## config.mk

```make
export PLATFORM = sky130hd
export DESIGN_NAME = onehot_rr_arbiter
export DESIGN_NICKNAME = d
export VERILOG_FILES = /design/src/rtl/onehot_arb_pkg.sv /design/src/rtl/rr_mask_pick.sv /design/src/rtl/onehot_rr_arbiter.sv
export SDC_FILE = /design/constraint.sdc
export NUM_CORES = 1
export LEC_CHECK = 0
export CORE_MARGIN = 2
export CORE_UTILIZATION = 45
export DETAILED_ROUTE_END_ITERATION = 10
export PLACE_DENSITY = 0.78
export RECOVER_POWER = 100
export SLEW_MARGIN = 20
export SYNTH_ARGS = -nofsm -noshare
export SYNTH_HDL_FRONTEND = slang
export SYNTH_SLANG_ARGS = --single-unit
```

## constraint.sdc

```tcl
create_clock -name clk -period 2.9 [get_ports clk]
set_input_delay 0.725 -clock clk [delete_from_list [all_inputs] [get_ports clk]]
set_output_delay 0.725 -clock clk [all_outputs]
set_load 0.005 [all_outputs]
```

## src/rtl/onehot_arb_pkg.sv

```systemverilog
// Shared sizing and types for the one-hot round-robin arbiter feeding the 8:3 encoder.
package onehot_arb_pkg;

  localparam int ARB_N     = 8;
  localparam int ARB_IDX_W = $clog2(ARB_N);

  typedef logic [ARB_N-1:0]     req_vec_t;
  typedef logic [ARB_IDX_W-1:0] arb_idx_t;

endpackage

```

## src/rtl/rr_mask_pick.sv

```systemverilog
// Combinational round-robin pick: first set bit of src at or after ptr_s, wrapping mod N.
module rr_mask_pick
  import onehot_arb_pkg::*;
#(
  parameter int N     = ARB_N,
  parameter int IDX_W = $clog2(N)
) (
  input  logic [N-1:0]     src,
  input  logic [IDX_W-1:0] ptr_s,
  output logic             found,
  output logic [IDX_W-1:0] pick,
  output logic [N-1:0]     pick_onehot
);

  logic [2*N-1:0] dbl;
  logic [2*N-1:0] keep;
  logic [2*N-1:0] masked;

  // Doubling src and masking off bits below ptr_s turns the wrapped search
  // into a plain lowest-set-bit search; the upper copy covers the wrap.
  always_comb begin
    dbl    = {src, src};
    keep   = ~(({{(2*N-1){1'b0}}, 1'b1} << ptr_s) - 1'b1);
    masked = dbl & keep;
    found  = |src;
    pick   = '0;
    for (int i = 2*N-1; i >= 0; i--) begin
      if (masked[i]) begin
        pick = (i >= N) ? IDX_W'(i - N) : IDX_W'(i);
      end
    end
    pick_onehot = found ? (N'(1) << pick) : '0;
  end

endmodule

```

## src/rtl/onehot_rr_arbiter.sv

```systemverilog
// Round-robin arbiter with registered one-hot grant and valid/ready hold.
// Define STICKY_REQ_EN to capture request pulses until granted and accepted.
module onehot_rr_arbiter
  import onehot_arb_pkg::*;
#(
  parameter int N     = ARB_N,
  parameter int IDX_W = $clog2(N)
) (
  input  logic             clk,
  input  logic             rst_n,
  input  logic [N-1:0]     req_in,
  output logic [N-1:0]     grant_onehot,
  output logic             grant_valid,
  input  logic             grant_ready,
  output logic [IDX_W-1:0] grant_idx,
  output logic             busy
);

  logic [N-1:0]     pending;
  logic [N-1:0]     pending_next;
  logic [N-1:0]     src;
  logic [N-1:0]     pick_onehot;
  logic [IDX_W-1:0] ptr;
  logic [IDX_W-1:0] ptr_s;
  logic [IDX_W-1:0] idx_next;
  logic [IDX_W-1:0] pick;
  logic             found;
  logic             accept;
  logic             load;

  assign accept   = grant_valid & grant_ready;
  assign load     = ~grant_valid | accept;
  assign idx_next = (grant_idx == IDX_W'(N-1)) ? '0 : grant_idx + 1'b1;
  assign ptr_s    = accept ? idx_next : ptr;

`ifdef STICKY_REQ_EN
  // The accepted bit retires from pending, but a same-cycle request re-pends it.
  logic [N-1:0] retire;
  assign retire       = accept ? grant_onehot : '0;
  assign src          = pending & ~retire;
  assign pending_next = src | req_in;
`else
  assign src          = pending;
  assign pending_next = req_in;
`endif

  rr_mask_pick #(.N(N), .IDX_W(IDX_W)) u_pick (
    .src         (src),
    .ptr_s       (ptr_s),
    .found       (found),
    .pick        (pick),
    .pick_onehot (pick_onehot)
  );

  always_ff @(posedge clk or negedge rst_n) begin
    if (!rst_n) begin
      pending <= '0;
      ptr     <= '0;
    end else begin
      pending <= pending_next;
      if (accept) ptr <= idx_next;
    end
  end

  // A stalled grant holds untouched; only load may change what the encoder sees.
  always_ff @(posedge clk or negedge rst_n) begin
    if (!rst_n) begin
      grant_onehot <= '0;
      grant_idx    <= '0;
      grant_valid  <= 1'b0;
    end else if (load) begin
      grant_onehot <= found ? pick_onehot : '0;
      grant_idx    <= found ? pick : '0;
      grant_valid  <= found;
    end
  end

  assign busy = (|pending) | grant_valid;

endmodule
```

---- Yosys cells after proc, flatten, opt, wreduce, memory -nomap -nowiden ----
Cells that the tools add are included.
word-level totals
  register bits ........................... 23
  word-level logic and storage cells ...... 37
  input port bits ......................... 11
  output and inout port bits .............. 13
operators by class
  add/subtract/negate cells ............... 2
  shift-type cells ........................ 2
  equal/unequal tests ..................... 1
  multiplexer cells ....................... 20
  bitwise logic cells ..................... 6
  reductions and logical operators ........ 1
operators with widths
  operator                                             number
  two-way mux 3 bit                                    19
  AND 16 bit                                           1
  NOT 16 bit                                           1
  << shifter 1 x 3 -> 16 bit (first input constant)    1
  subtractor 16 x 1 -> 16 bit (second input constant)  1
  two-way mux 8 bit                                    1
  OR reduction 8 bit                                   1
  << shifter 1 x 3 -> 8 bit (first input constant)     1
  adder 3 x 1 -> 3 bit (second input constant)         1
  == test 3 bit (second input constant)                1
  OR 1 bit                                             2
  AND 1 bit                                            1
  NOT 1 bit                                            1

---- Logic depth before layout (Yosys ltp) ----
Gate-level depths: netlist of the first run.
  depth in word-level cells ............... 25
  depth in mapped cells ................... 12
  gate-level depth less buffers ........... 12

---- By module ----
From an unflattened synthesis of the first run, not the netlist that was laid out.
second synthesis, totals
  cells, all modules ...................... 168
  area total of the unflattened synthesis .. 1,456.4 um2
by module, submodules not included
  module             cells each  area an instance (um2)  instances  sequential area each (um2)
  onehot_rr_arbiter  73          889.6                   1          575.6
  rr_mask_pick       95          566.8                   1          0.0

---- Least setup slack after synthesis of the first run ----
No wires, ideal clock.
  path kind ............................... register to register
  from .................................... reg grant_idx[0]
  to ...................................... reg grant_onehot[0]
  arrival ................................. 2.833 ns
  data required time ...................... 2.778 ns
  library setup time ...................... 0.122 ns
  buffers on the path ..................... 0
  period minus slack after synthesis ...... 2.955 ns
  setup slack ............................. -0.055 ns
  stages on the path, launching flop included .. 11
  cell sequence ........................... dfrtp_1 > ha_1 > ha_1 > o31ai_2 > nand2_1 > ha_1 > o31ai_4 > a21oi_2 > o2111a_1 > or3_4 > a32o_1
on the way
  longest elaborated chain between the ends .. 25
  elaborated cells between the ends (all ways) .. 26
  classes of those cells .................. 2 x add/sub; 1 x eq/ne; 2 x shift; 19 x mux; 2 x bitwise
RTL lines
  item                                                   line                     RTL
  from (decl)                                            onehot_rr_arbiter.sv:15  output logic [IDX_W-1:0] grant_idx,
  from (signal assigned)                                 onehot_rr_arbiter.sv:73  grant_idx <= found ? pick : '0;
  adder 3 x 1 -> 3 bit or == test 3 bit (tied branches)  onehot_rr_arbiter.sv:33  assign idx_next = (grant_idx == IDX_W'(N-1)) ? '0 : grant_idx + 1'b1;
  two-way mux 3 bit (*)                                  onehot_rr_arbiter.sv:33
  two-way mux 3 bit (*)                                  --
  << shifter 1 x 3 -> 16 bit (*)                         rr_mask_pick.sv:23       keep = ~(({{(2*N-1){1'b0}}, 1'b1} << ptr_s) - 1'b1);
  subtractor 16 x 1 -> 16 bit (*)                        rr_mask_pick.sv:23
  NOT 16 bit (*)                                         rr_mask_pick.sv:23
  AND 16 bit (*)                                         rr_mask_pick.sv:24       masked = dbl & keep;
  two-way mux 3 bit (15 in a row)                        rr_mask_pick.sv:28       if (masked[i]) begin
  two-way mux 3 bit (*)                                  rr_mask_pick.sv:28
  << shifter 1 x 3 -> 8 bit (*)                          rr_mask_pick.sv:32       pick_onehot = found ? (N'(1) << pick) : '0;
  two-way mux 8 bit (*)                                  onehot_rr_arbiter.sv:72  grant_onehot <= found ? pick_onehot : '0;
  to (signal assigned)                                   onehot_rr_arbiter.sv:72
  to (decl)                                              onehot_rr_arbiter.sv:12  output logic [N-1:0] grant_onehot,
Mark *: on every way between the ends. The rest lies on a longest branch, timed or not.
A chain may end at the register's enable or synchronous reset.

---- Worst setup path in the final report of the first run ----
  from .................................... reg grant_idx[1]
  to ...................................... reg grant_onehot[0]
on the way
  longest elaborated chain between the ends .. 25
  elaborated cells between the ends (all ways) .. 26
  classes of those cells .................. 2 x add/sub; 1 x eq/ne; 2 x shift; 19 x mux; 2 x bitwise
RTL lines
  item                             line                     RTL
  == test 3 bit (*)                onehot_rr_arbiter.sv:33
  two-way mux 3 bit (*)            onehot_rr_arbiter.sv:33
  two-way mux 3 bit (*)            --
  named net ptr_s[0]               onehot_rr_arbiter.sv:24  logic [IDX_W-1:0] ptr_s;
  << shifter 1 x 3 -> 16 bit (*)   rr_mask_pick.sv:23
  subtractor 16 x 1 -> 16 bit (*)  rr_mask_pick.sv:23
  NOT 16 bit (*)                   rr_mask_pick.sv:23
  AND 16 bit (*)                   rr_mask_pick.sv:24
  two-way mux 3 bit (15 in a row)  rr_mask_pick.sv:28
  two-way mux 3 bit (*)            rr_mask_pick.sv:28
  << shifter 1 x 3 -> 8 bit (*)    rr_mask_pick.sv:32
  two-way mux 8 bit (*)            onehot_rr_arbiter.sv:72
The timed path passes the listed nets; every way through them passes the cells marked *.

==> results of run 1 <==
## logic make-up after synthesis
family	after synthesis
flip-flops	23
AND/OR/NAND/NOR	41
buffers and inverters	6
multiplexers	3
adder cells (fa/ha/maj)	3
AO/OA/AOI/OAI	32
## layer usage
metal	track usage, %	vias to the layer above
met5	0	-
met4	13.8	0
met3	3.76	11
met2	32.3	29
met1	25.6	483
li1	-	490
## cells in the mapped netlist (all sizes together)
library cell   n  area [um^2]
clkbuf         1         3.75
and3b          1         8.76
o311a          1         10.0
dfrtp         23          576
a32o           4         40.0
o21bai         1         7.51
or4            1         11.3
ha             3         37.5
nand2b         4         25.0
a21boi         2         18.8
nor3           4         20.0
nand2         14         60.1
or2            1         6.26
o21ai          4         20.0
and4b          1         10.0
a211o          2         17.5
a31o           1         8.76
o31ai          7         71.3
a31oi          3         18.8
inv            5         21.3
nor2b          2         12.5
o31a           1         8.76
nand3          1         5.00
and3           1         6.26
mux2           1         11.3
mux2i          2         32.5
and4           1         8.76
or3            2         17.5
nor3b          1         7.51
a21o           1         7.51
o2111a         1         11.3
nand3b         1         7.51
nor2           6         22.5
a21oi          4         23.8
## flip-flops by register name (all words and copies together), names as in the netlist
name          count
grant_idx         3
grant_onehot      8
grant_valid       1
pending           8
ptr               3
## area by class of cell
cell class	instances	area share, %
multi-input cells	79	38.9
inverters	5	1.30
well taps	30	2.30
flip-flops and latches	23	35.2
clock buffers	4	1.61
repair buffers	38	20.7
## how the worst max path moves through the flow
stage	start	cells past startpoint	slack, ps	to
3_3_place_gp	grant_ready	10	-340	grant_onehot[0]$_DFFE_PN0P_
6_report	grant_idx[1]$_DFFE_PN0P_	12	120	grant_onehot[0]$_DFFE_PN0P_
2_1_floorplan	grant_idx[0]$_DFFE_PN0P_	10	70	grant_onehot[0]$_DFFE_PN0P_
5_1_grt	grant_idx[0]$_DFFE_PN0P_	12	-10	grant_onehot[2]$_DFFE_PN0P_
3_5_place_dp	grant_ready	10	-410	grant_onehot[0]$_DFFE_PN0P_
4_1_cts	grant_idx[1]$_DFFE_PN0P_	10	10	grant_onehot[6]$_DFFE_PN0P_
## power by group through the flow
stage,sequential [mW],combinational (mW),clock [mW]
4_1_cts,0.456,0.979,0.152
3_5_place_dp,0.462,0.975,0
6_report,0.463,1.06,0.150
5_1_grt,0.471,1.16,0.168
3_3_place_gp,0.460,0.940,0
2_1_floorplan,0.461,0.570,0
## worst max-delay path, stage by stage (launching register included)
cell                       delay [ps]
sky130_fd_sc_hd__dfrtp_1          420
sky130_fd_sc_hd__ha_1             220
sky130_fd_sc_hd__ha_4             160
sky130_fd_sc_hd__nor2_1           190
sky130_fd_sc_hd__mux2i_4          120
sky130_fd_sc_hd__inv_4             70
sky130_fd_sc_hd__nand2_2           60
sky130_fd_sc_hd__ha_4             200
sky130_fd_sc_hd__o31ai_4          240
sky130_fd_sc_hd__a21oi_2           70
sky130_fd_sc_hd__o2111a_1         270
sky130_fd_sc_hd__or3_4            400
sky130_fd_sc_hd__a32o_1           250
## timing repair
item,CTS,global route
hold buffers,0,0
pin swaps,0,1
resized for setup,1,8
endpoints found under the setup margin,7,11
## per-stage QoR
| stage | instances | hold slack (ps) | instance area, um^2 | total power [mW] | utilization, % |
|---|---|---|---|---|---|
| 5_1_grt | 179 | 536 | 1640 | 1.80 | 66.0 |
| 4_1_cts | 179 | 501 | 1590 | 1.59 | 64.1 |
| 3_5_place_dp | 175 | 473 | 1560 | 1.44 | 63.1 |
| 2_1_floorplan | 108 | 429 | 1190 | 1.03 | - |
| 6_report | 179 | 494 | 1640 | 1.67 | 66.0 |
| 3_3_place_gp | 175 | 472 | 1560 | 1.40 | 63.1 |
==> summary.txt, run 1 <==
clock skew -> 2.41 ps
Clk Latency, worst-skew pair -> 320 ps
Final period util -> 95.9%
uppermost layer routed -> met4
total routed wire length on the met1 layer -> 1190 um
CP Capture Type -> flop
xor and xnor area share after synthesis -> 0%
Synthesized Nets -> 122
final critical delay including setup and external delays -> 2780 ps
slack of the worst reg-to-reg path -> 120 ps
number of remaining DRC errors -> 0
PD cells -> 1020 mW/mm^2
Peak supply drop -> 0.000632 V
sequential fraction of design power -> 27.7%
worst reg2reg startpoint -> grant_idx[1]$_DFFE_PN0P_
global route overflow -> 0
number of primary I/O pins -> 24
number of violations reported at the end of detailed-routing iteration 0 -> 18
met2 wire length -> 1340 um
max_slew headroom -> 18.5%
Sink Count -> 23
number of antenna violations at the first check in global routing -> 0
maximum level of the CTS H-tree -> 1
largest net degree at the start of global routing -> 24
max-capacitance violation count -> 0
main combinational cell family by area after synthesis -> compound AO/OA/AOI/OAI gates
floorplan die height -> 55.1 um
proportion of power drawn by the clock network -> 9.0%
multiplexer share of the synthesized area -> 3.73%
fin worst setup slack -> 118 ps
cell chosen for the clock root -> sky130_fd_sc_hd__clkbuf_4
FILL cells -> 210
Floorplan Core Area -> 0.00248 mm^2
total number of vias -> 1,013
Post-CTS Setup Inserts -> 0
final count of pins violating max slew -> 0
number of antenna diodes -> 0
internal power -> 0.995 mW
die boundary width -> 55.1 um
routed wirelength normalized by instance count -> 15.2 um
maximum root-to-sink buffer count -> 2
simple logic cell fraction of the synthesized area -> 19.5%
number of cells on the worst hold path -> 2
Storage cell area -> 576 um^2
post-synthesis share of cell area spent on full adders, half adders and majority gates -> 3.19%
number of standard cells after synthesis -> 108
max frequency -> 359 MHz
via count of the first global-routing pass -> 985
count of nets after finishing -> 164
Net Sw Frac -> 40.4%
Avg Synthesized Cell Area -> 10.9 um^2
number of vias per cell after detailed routing -> 5.66
routed length on met3 -> 91 um
area of the multi-input gates -> 637 um^2
leakage power -> 0.698 nW
starting utilization of the core area -> 47.4%
clock slew at the register clock pins of the worst setup and hold paths -> 120 ps
capture point of the worst reg-to-reg path -> grant_onehot[0]$_DFFE_PN0P_
global-route wire length before repair -> 4310 um
synth warn -> 0
category of the worst setup path launch point -> flop
CP Max Fanout -> 6
number of cell rows -> 18
Required @ worst endpoint -> 3120 ps
post-placement worst setup slack -> -411 ps
number of endpoints with negative hold slack in the final report -> 0
area growth from synthesis to layout -> 39.2%
CTS tree -> yes
detailed-routing iteration count for the pre-antenna-repair pass -> 4
Setup Total Neg Slack -> 0 ps
Yosys reg bits -> 23
Slew @ Worst Pin -> 1220 ps
Total GRT Usage -> 20.5%
most frequent cells in the layout -> sky130_fd_sc_hd__dfrtp_1 (23), sky130_fd_sc_hd__buf_4 (14), sky130_fd_sc_hd__clkdlybuf4s50_1 (13)
proportion of synthesized chip area in sequential cells -> 49.0%
hold_sp -> grant_onehot[5]$_DFFE_PN0P_
Port Buffer Count -> 23
status -> finished, final reports clean
crit path kind -> reg -> reg
arrival time reported for the critical path endpoint -> 3000 ps
Die Footprint -> 0.00304 mm^2
number of unique standard cell types used by synthesis -> 43
Inserted Clock Buffers -> 3
Comb power frac -> 63.3%
reg2reg path depth -> 12
path category of the worst min-delay check -> reg -> reg
power dissipated by switching net loads -> 0.675 mW
share of layout cells above drive strength 1 -> 24.2%
most common cell after layout, fill and taps aside -> sky130_fd_sc_hd__dfrtp_1
fraction of the mapped netlist area in compound gates -> 22.5%
hpwl dp -> 2050 um
post-synthesis instance area -> 0.00117 mm^2
Worst Hold End -> grant_onehot[5]$_DFFE_PN0P_
final wirelength -> 2730 um
antenna-violating nets left -> 0
setup-violating endpoint count in the final report -> 0
routability congestion estimate -> 0.917
Note: power is estimated with default switching activity, not from simulation.
==> inputs of run 2 (changes only) <==
CORE_MARGIN = unset   (was 2)
==> run 2 against run 1 <==
Via count grew 4.0%. Sequential power is essentially flat. Routed wire length rose by 5.1%. Critical path depth decreased by 2. Register-to-register slack got worse by 30 ps. Clock-buffer cell count unchanged. Power increased by 4.6%. Clock skew increased by 6.8 ps. Worst hold slack worse by 4.6 ps. Utilization rose by 1.6 points. First-iteration DRC count is 140% higher. Critical endpoint unchanged. Largest cell class unchanged.
==> summary.txt, run 2 (synthesis gave the netlist of run 1 again) <==
final count of pins violating max slew -> 0 (unchanged)
Layout Cell Area excl Fill -> 0.00167 mm^2 (+2.4%)
detailed-routing iteration count for the pre-antenna-repair pass -> 4 (unchanged)
CP Max Fanout -> 5 (-1)
routed length on met3 -> 105 um (+15%)
delay of the slowest cell on the worst path -> 410 ps (about the same)
Slew @ Worst Pin -> 1180 ps (-38.9 ps)
number of antenna violations at the first check in global routing -> 0 (unchanged)
antenna-violating nets left -> 0 (unchanged)
final critical delay including setup and external delays -> 2820 ps (+33.6 ps)
uppermost layer routed -> met4
starting utilization of the core area -> 47.4% (unchanged)
post-cts hold buffer count -> 0 (unchanged)
slack of the worst reg-to-reg path -> 80 ps (-30 ps)
share of layout cells above drive strength 1 -> 28.9% (+4.8 points)
Final period util -> 97.1% (+1.2 points)
registers with the most flip-flops -> grant_onehot (8), pending (8)
hpwl dp -> 2060 um (+0.53%)
cell chosen for the clock root -> sky130_fd_sc_hd__clkbuf_4
number of violations reported at the end of detailed-routing iteration 0 -> 43 (+25)
routed wirelength normalized by instance count -> 15.8 um (+3.4%)
hold_sp -> grant_onehot[5]$_DFFE_PN0P_
Floorplan Core Area -> 0.00248 mm^2 (unchanged)
routability congestion estimate -> 0.796 (-13%)
capture point of the worst reg-to-reg path -> grant_onehot[0]$_DFFE_PN0P_
number of cells on the worst hold path -> 2 (unchanged)
number of primary I/O pins -> 24 (unchanged)
Worst Hold End -> grant_onehot[5]$_DFFE_PN0P_
number of endpoints with negative hold slack in the final report -> 0 (unchanged)
leakage power -> 0.710 nW (+1.8%)
floorplan die height -> 53.1 um (-3.6%)
number of antenna diodes -> 0 (unchanged)
Sink Count -> 23 (unchanged)
worst reg2reg startpoint -> grant_idx[0]$_DFFE_PN0P_
count of nets after finishing -> 167 (+1.8%)
maximum level of the CTS H-tree -> 1 (unchanged)
crit path kind -> reg -> reg
PD cells -> 1040 mW/mm^2 (+2.2%)
Die Footprint -> 0.00282 mm^2 (-7.1%)
global route overflow -> 0 (unchanged)
most common cell after layout, fill and taps aside -> sky130_fd_sc_hd__dfrtp_1
Peak supply drop -> 0.000801 V (+27%)
Total GRT Usage -> 23.6% (+3.0 points)
max-capacitance violation count -> 0 (unchanged)
path category of the worst min-delay check -> reg -> reg
number of cell rows -> 18 (unchanged)
worst hold slack -> 490 ps (-4.58 ps)
number of vias per cell after detailed routing -> 5.79 (+2.3%)
status -> finished, final reports clean
Placed Area -> 0.00158 mm^2 (+0.96%)
total routed wire length on the met1 layer -> 1240 um (+3.7%)
total number of vias -> 1,054 (+4.0%)
area growth from synthesis to layout -> 42.5%
max frequency -> 355 MHz (-1.2%)
clock slew at the register clock pins of the worst setup and hold paths -> 130 ps (about the same)
Required @ worst endpoint -> 3120 ps (about the same)
CTS tree -> yes
Clk Latency, worst-skew pair -> 320 ps (about the same)
CP Capture Type -> flop
Inserted Clock Buffers -> 3 (unchanged)
Port Buffer Count -> 23 (unchanged)
crit path cell chain -> ha_1 > ha_4 > o31ai_4 > nand2_2 > ha_4 > o31ai_4 > a21oi_2 > o2111a_1 > or3_4 > a32o_1
max_slew headroom -> 21.1% (+2.6 points)
most frequent cells in the layout -> sky130_fd_sc_hd__dfrtp_1 (23), sky130_fd_sc_hd__buf_4 (17), sky130_fd_sc_hd__clkdlybuf4s50_1 (13)
maximum root-to-sink buffer count -> 2 (unchanged)
largest net degree at the start of global routing -> 24 (unchanged)
number of remaining DRC errors -> 0 (unchanged)
via count of the first global-routing pass -> 1,005 (+2.0%)
clock skew -> 9.23 ps (+6.82 ps)
final wirelength -> 2870 um (+5.1%)
reg2reg path depth -> 10 (-2)
arrival time reported for the critical path endpoint -> 3030 ps (+30 ps)
setup-violating endpoint count in the final report -> 0 (unchanged)
category of the worst setup path launch point -> flop
die boundary width -> 53.1 um (-3.6%)
Slowest cell on crit path -> sky130_fd_sc_hd__dfrtp_1
met2 wire length -> 1480 um (+11%)
total power draw -> 1.75 mW (+4.6%)
global-route wire length before repair -> 4620 um (+7.2%)
## run 2: what timing repair did
action / 4_1_cts / 5_1_grt
gates resized for setup: 3 / 10
pin swaps: 1 / 1
setup endpoints to repair: 8 / 9
buffers inserted: 1 / 0
## run 2: per-layer routing
metal / track usage [%] / up-vias
met5: 0 / -
met4: 9.65 / 0
met3: 3.45 / 5
met2: 37.8 / 33
met1: 31.7 / 523
li1: - / 493
## run 2: worst max-delay path by stage
stage,start,slack (ps),end,cells past startpoint
after floorplan,grant_idx[0]$_DFFE_PN0P_,70,grant_onehot[0]$_DFFE_PN0P_,10
after global placement,grant_ready,-390,grant_onehot[2]$_DFFE_PN0P_,10
after detailed placement,grant_ready,-470,grant_onehot[4]$_DFFE_PN0P_,11
after CTS,grant_idx[0]$_DFFE_PN0P_,3,grant_onehot[2]$_DFFE_PN0P_,12
after global routing,pending[5]$_DFF_PN0_,-30,busy,5
final,grant_idx[0]$_DFFE_PN0P_,80,grant_onehot[0]$_DFFE_PN0P_,10
## run 2: final cells by class
| class | instances | area, um^2 |
|---|---|---|
| Clock buffer | 4 | 26.3 |
| Fill cell | 201 | 803 |
| Inverter | 5 | 21.3 |
| Multi-Input combinational cell | 79 | 653 |
| Sequential cell | 23 | 576 |
| Tap cell | 30 | 37.5 |
| Timing Repair Buffer | 41 | 360 |
## run 2: where the power goes
part	total [mW]	internal (mW)	switching [mW]
sequential	0.462	0.400	0.0619
clock	0.151	0.0539	0.0975
combinational	1.13	0.584	0.550
## run 2: worst max-delay path, delay by kind of cell (launching register included)
kind                       cells  cell delay, ps
AOI/OAI and AO/OA              5            1100
adders and majority gates      3             670
and+or+nand+nor                2             520
DFF                            1             410
## run 2: through the flow
step	TNS (ps)	setup slack, ps	cells	util [%]
6_report	0	84.1	182	67.6
5_1_grt	-27.5	-25.8	182	67.6
4_1_cts	0	3.45	182	65.7
3_5_place_dp	-4400	-467	177	63.7
3_3_place_gp	-3470	-391	177	63.7
2_1_floorplan	0	67.0	108	-
==> inputs of run 3 (changes only) <==
CAP_MARGIN = 30   (was unset)
==> results of run 3 <==
No change in the layout: final DEF, timing and power equal those of run 2.
